--- config.mk ---
export PLATFORM = sky130hd
export DESIGN_NAME = timebase_stepper
export DESIGN_NICKNAME = d
export VERILOG_FILES = /design/src/rtl/timebase_stepper.sv
export SDC_FILE = /design/constraint.sdc
export NUM_CORES = 1
export LEC_CHECK = 0
export BUFFER_PORTS_ARGS = -buffer_cell sky130_fd_sc_hd__buf_2
export CAP_MARGIN = 5
export CORE_MARGIN = 2
export CORE_UTILIZATION = 50
export CTS_CLUSTER_SIZE = 30
export DETAILED_ROUTE_END_ITERATION = 6
export PLACE_DENSITY = 0.76
export SLEW_MARGIN = 15
export SYNTH_ARGS = -nofsm -noshare
export SYNTH_HDL_FRONTEND = slang
export SYNTH_SLANG_ARGS = --single-unit
--- constraint.sdc ---
create_clock -name clk -period 16.1 [get_ports clk]
set_clock_uncertainty 0.2 [all_clocks]
set_input_delay 3.22 -clock clk [delete_from_list [all_inputs] [get_ports clk]]
set_output_delay 3.22 -clock clk [all_outputs]
set_load 0.02 [all_outputs]
--- src/rtl/timebase_stepper.sv ---
// timebase_stepper
//
// Divides clk by a runtime prescaler (tick period P+1 cycles) and advances a
// TIME_LENGTH-bit timestamp once per period. Three counting modes: FREE
// (wrap, overflow is sticky), SATURATE (halt at all-ones) and ONESHOT (halt
// when the timestamp equals limit). CHANNELS capture registers latch the
// pre-edge timestamp on a per-channel strobe.
//
// Ports:
//   clk        rising-edge clock
//   rst        asynchronous active-high reset
//   prescaler  divide value P
//   run        count enable (ignored while halted)
//   mode       0 FREE, 1 SATURATE, 2 ONESHOT, 3 FREE
//   limit      ONESHOT terminal value
//   clear      synchronous clear of counter state (captures untouched)
//   capture    per-channel capture strobe
//   cap_ack    per-channel valid clear
//   data       current timestamp
//   tick       one-cycle pulse in the cycle data shows a new value
//   overflow   sticky wrap/saturation flag
//   done       sticky, high while halted
//   cap_data   channel i at [i*TIME_LENGTH +: TIME_LENGTH]
//   cap_valid  per-channel capture-held flag
module timebase_stepper #(
  parameter int TIME_LENGTH     = 24,
  parameter int PRESCALER_WIDTH = 32,
  parameter int CHANNELS        = 4
) (
  input  logic                            clk,
  input  logic                            rst,
  input  logic [PRESCALER_WIDTH-1:0]      prescaler,
  input  logic                            run,
  input  logic [1:0]                      mode,
  input  logic [TIME_LENGTH-1:0]          limit,
  input  logic                            clear,
  input  logic [CHANNELS-1:0]             capture,
  input  logic [CHANNELS-1:0]             cap_ack,
  output logic [TIME_LENGTH-1:0]          data,
  output logic                            tick,
  output logic                            overflow,
  output logic                            done,
  output logic [CHANNELS*TIME_LENGTH-1:0] cap_data,
  output logic [CHANNELS-1:0]             cap_valid
);

  typedef enum logic {
    COUNT = 1'b0,
    HALT  = 1'b1
  } state_t;

  localparam logic [1:0] MODE_SATURATE = 2'd1;
  localparam logic [1:0] MODE_ONESHOT  = 2'd2;
  localparam logic [TIME_LENGTH-1:0] DATA_MAX = '1;

  state_t                       state, state_nxt;
  logic [PRESCALER_WIDTH-1:0]   div, div_nxt;
  logic [TIME_LENGTH-1:0]       data_nxt;
  logic                         tick_nxt;
  logic                         overflow_nxt;
  logic                         done_nxt;

  // Wrapping increment; the MSB of the result is the carry out of the
  // all-ones value, i.e. the wrap indication.
  function automatic logic [TIME_LENGTH:0] inc_wrap(input logic [TIME_LENGTH-1:0] v);
    return {1'b0, v} + {{TIME_LENGTH{1'b0}}, 1'b1};
  endfunction

  // Divider expiry; >= so that a prescaler lowered mid-period expires on
  // the next active edge instead of running through a full wrap.
  function automatic logic div_expired(input logic [PRESCALER_WIDTH-1:0] d,
                                       input logic [PRESCALER_WIDTH-1:0] p);
    return d >= p;
  endfunction

  always_ff @(posedge clk or posedge rst) begin
    if (rst) begin
      state    <= COUNT;
      div      <= '0;
      data     <= '0;
      tick     <= 1'b0;
      overflow <= 1'b0;
      done     <= 1'b0;
    end else begin
      state    <= state_nxt;
      div      <= div_nxt;
      data     <= data_nxt;
      tick     <= tick_nxt;
      overflow <= overflow_nxt;
      done     <= done_nxt;
    end
  end

  always_comb begin
    logic [TIME_LENGTH:0] inc;
    state_nxt    = state;
    div_nxt      = div;
    data_nxt     = data;
    tick_nxt     = 1'b0;
    overflow_nxt = overflow;
    done_nxt     = done;
    inc          = inc_wrap(data);

    if (clear) begin
      state_nxt    = COUNT;
      div_nxt      = '0;
      data_nxt     = '0;
      overflow_nxt = 1'b0;
      done_nxt     = 1'b0;
    end else if (state == COUNT && run) begin
      // ONESHOT terminal check takes precedence over the divider, so the
      // halting edge neither advances div nor ticks.
      if (mode == MODE_ONESHOT && data == limit) begin
        state_nxt = HALT;
        done_nxt  = 1'b1;
      end else if (div_expired(div, prescaler)) begin
        div_nxt = '0;
        if (mode == MODE_SATURATE && data == DATA_MAX) begin
          // Saturation swallows the tick: data does not change.
          state_nxt    = HALT;
          overflow_nxt = 1'b1;
          done_nxt     = 1'b1;
        end else begin
          data_nxt = inc[TIME_LENGTH-1:0];
          tick_nxt = 1'b1;
          if (inc[TIME_LENGTH]) begin
            overflow_nxt = 1'b1;
          end
        end
      end else begin
        div_nxt = div + 1'b1;
      end
    end
  end

  // Capture channels sample the registered (pre-edge) timestamp and run
  // regardless of counter state or run. Capture beats ack.
  always_ff @(posedge clk or posedge rst) begin
    if (rst) begin
      cap_data  <= '0;
      cap_valid <= '0;
    end else begin
      for (int i = 0; i < CHANNELS; i++) begin
        if (capture[i]) begin
          cap_data[i*TIME_LENGTH +: TIME_LENGTH] <= data;
          cap_valid[i]                           <= 1'b1;
        end else if (cap_ack[i]) begin
          cap_valid[i] <= 1'b0;
        end
      end
    end
  end

endmodule

==> metrics.md <==
| Metric | Value |
|---|---|
| Run status | finished, final reports clean |
| Max_slew headroom | ~29% |
| Static leakage | 5.09 nW |
| Global-route usage over all layers | 23.7% |
| Hold Fails Final Rpt | 0 |
| Initial antenna violation count | 0 |
| Largest net degree at the start of global routing | 84 |
| Hold Path Origin | cap_valid[1] |
| R2R Path End | data[12] |
| Vias per cell | between 5 and 6 |
| Final worst-path cycle share | a little over a third |
| Sequential share of power | a little under half |
| Final Max Tran Viols | 0 |
| Worst VDD drop | roughly 0.06 mV |
| Synth unique cells | 57 |
| Num CTS Buffers | 17 |
| WP buf/inv | 1 |
| Sequential share of the synthesized area | roughly half |
| Hold Path Depth | 1 |
| Gp weighted congestion | about 0.8 |
| Req. time, crit path | between 15 and 20 ns |
| R2R depth | 9 |
| Clock period minus worst slack | roughly 6 ns |
| Initial Utilization | approximately half |
| PD cells | just under 90 nW/µm² |
| Hold endpoint | cap_valid[1] |
| Layout area overhead | 20.5% |
| Root Driver | clkbuf_16 |
| HP Class | flip-flop to flip-flop |
| FMAX | 170 MHz |
| Post-Route WL | about 20,000 µm |
| Cts hold-fix bufs | 0 |
| Sw Share | roughly 23% |
| Most frequent cells in the layout | buf_2, dfrtp_1, mux2_2 |
| Nets | 1,003 |
| FF-to-FF Start | div[0] |
| Mapped Area | between 8000 and 9000 µm² |
| Critical-path top delay cell | o21ai_2 |
| Syn Nets | 838 |
| Maximum capacitance violations | 0 |
| # IOs | 197 |
| Min Hold Slack | about 0.28 ns |
| Cell Int Power | about 670 µW |
| Finished Layout Cells | approximately 1,100 |
| Combinational power share | 5.5% |
| Placed Cells | 1,096 |
| Clock power frac | a little under half |
| CTS Buffer Depth | 2 |
| Port buffer count | about 200 |
| Setup Viol. Count Final | 0 |
| CP endpoint kind | flip-flop |
| Startpoint Class | input pin |
| Fraction of layout cells with a size suffix above 1 | 37.1% |
| Resized Gates After CTS | 0 |
| #FFs+latches synth | approximately 160 |
| Commonest non-fill, non-tap cell in the layout | buf_2 |
| Syn Area/Cell | 11.0 µm² |
| Final core occ | 61.6% |
| First-pass GRT wire length | 32,400 µm |
| Post-route ant nets | 0 |
| Die width | 131 µm |
| Post-CTS setup buffer count | 0 |
| Reg2Reg Setup Slack | about 13 ns |
| Critical path peak fanout | 31 |
| Diode count | 0 |
| Primary FF master, synth | dfrtp_1 |
| NetSw | slightly below 200 µW |
| Cell family with most CP delay | compound AO/OA/AOI/OAI gates |
| CTS H-Tree Depth | 4 |
| CORE AREA | around 16,000 µm² |
| Vias in the first global route | roughly 6,100 |
| Vias | about 6,300 |
| Detailed Place HPWL | roughly 14,000 µm |
| Critical path arrival | around 6.0 ns |
| Setup TNS | 0 ns |
| Wire per inst | 17.8 µm |
| Fill cells | approximately 1,300 |
| Clock slew seen by the registers of the worst setup and hold paths | about 0.060 ns |
| CP Class | input pin to flip-flop |
| Die H | around 130 µm |
| Post-synth ARST share | 100% |
| RSZ-0062 raised after global routing | no |
| Post-synth EDFFs | 0 |
| CTS Sinks | between 150 and 200 |
| Clock Latency Late Sink | 0.42 ns |
| DRT iter0 DRCs | 473 |
| DRC viols | 0 |
| Yosys warnings | 0 |
| Full die area | 17,200 µm² |
| Worst Tran Pin Value | about 1.1 ns |
| Mapped Cells | between 700 and 800 |
| Critical path's largest stage delay | 0.83 ns |
| TritonCTS clock tree | built |
| GRT overflow | 0 |
| Initial DRT Pass Iterations | 5 |
| Crit path cell chain | buf_2, ha_1, nand2b_1, a2111oi_0, or4b_4, a31oi_4, o21ai_2, nor4_1, mux2_1 |
| Standard-cell rows | 46 |
[power by group through the flow]
stage	registers, mW	clock network, mW	logic (mW)
2_1_floorplan	0.410	0	0.0293
3_3_place_gp	0.409	0	0.0473
3_5_place_dp	0.409	0	0.0479
4_1_cts	0.401	0.420	0.0483
5_1_grt	0.401	0.437	0.0532
6_report	0.401	0.411	0.0473
[metrics by stage]
stage	area, µm²	power, mW	setup WS (ns)
floorplan	8090	0.439	8.39
global placement	9140	0.456	9.84
detailed placement	9140	0.457	9.84
CTS	9750	0.869	10.25
global route	9750	0.892	10.09
finish	9750	0.860	10.21
[metal layers]
layer | wire, µm | part of all wire, % | vias up | track usage [%]
met3 | 1120 | 5.6 | 25 | 5.48
met4 | 414 | 2.1 | 0 | 9.24
met1 | 9020 | 45 | 3101 | 31.9
met2 | 9470 | 47 | 189 | 37.5
li1 | - | - | 2958 | -
met5 | 0 | 0 | - | 0
[how the worst max path moves through the flow]
| stage | to | slack [ns] | depth (start not counted) | startpoint |
|---|---|---|---|---|
| 2_1_floorplan | cap_data[0] | 8.39 | 1 | rst |
| 3_3_place_gp | data[12] | 9.84 | 9 | prescaler[0] |
| 3_5_place_dp | data[12] | 9.84 | 9 | prescaler[0] |
| 4_1_cts | data[12] | 10.25 | 9 | prescaler[0] |
| 5_1_grt | data[12] | 10.09 | 9 | prescaler[0] |
| 6_report | data[12] | 10.21 | 9 | prescaler[0] |
[registers in the layout, indices dropped and copies added (netlist names)]
signal     count
cap_data      96
div           32
data          24
cap_valid      4
overflow       1
state          1
tick           1
[kinds of logic (layout without fill, tap and decap cells)]
| kind of cell | Yosys count | after routing | synth area share [%] |
|---|---|---|---|
| AND/OR/NAND/NOR | 184 | 184 | 13.3 |
| flip-flops | 159 | 159 | 49.2 |
| AO/OA/AOI/OAI | 124 | 124 | 9.59 |
| multiplexers | 104 | 104 | 14.4 |
| buffers and inverters | 99 | 277 | 4.98 |
| adder cells (fa/ha/maj) | 34 | 34 | 5.26 |
| XOR/XNOR | 30 | 30 | 3.25 |
[synthesized netlist by cell type (3+ instances only)]
master,number,share of area (%)
dfrtp_1,159,49
mux2_1,5,0.70
and3_1,11,0.85
clkbuf_1,30,1.4
o211ai_1,3,0.28
o2111ai_1,5,0.54
ha_1,34,5.3
a21o_1,7,0.65
inv_1,46,2.1
buf_1,3,0.14
nand3_1,22,1.4
nor2b_1,7,0.54
xor2_1,8,0.87
or3_1,22,1.7
and2_1,4,0.31
nand3b_1,4,0.37
mux2_2,97,14
o21ai_0,27,1.7
buf_2,18,1.1
nand2b_1,7,0.54
nand4_1,12,0.93
a21oi_1,48,3.0
o22ai_1,4,0.31
and4_1,7,0.76
xnor2_1,22,2.4
o31ai_1,13,1.2
nor2_1,21,0.97
nor3_1,5,0.31
nand2_1,33,1.5
or4_1,15,1.4
o2bb2ai_1,3,0.32
[area by class of cell]
type	count	area, µm²	area share, %
clock buffer	22	484	4.97
clock inverter	10	128	1.31
inverter	46	178	1.82
multi-input combinational	476	3710	38.0
sequential	159	3980	40.8
tap	216	270	2.77
timing repair buffer	199	1000	10.3
[worst reg2reg max path, delay by kind of cell, from the launching register on]
family | cells | cell delay, ns
AOI/OAI and AO/OA | 3 | 1.47
adders and majority gates | 1 | 0.26
buffers and inverters | 1 | 0.08
DFF | 1 | 0.39
muxes | 1 | 0.36
and+or+nand+nor | 3 | 0.56
(Power assumes the default switching activity.)
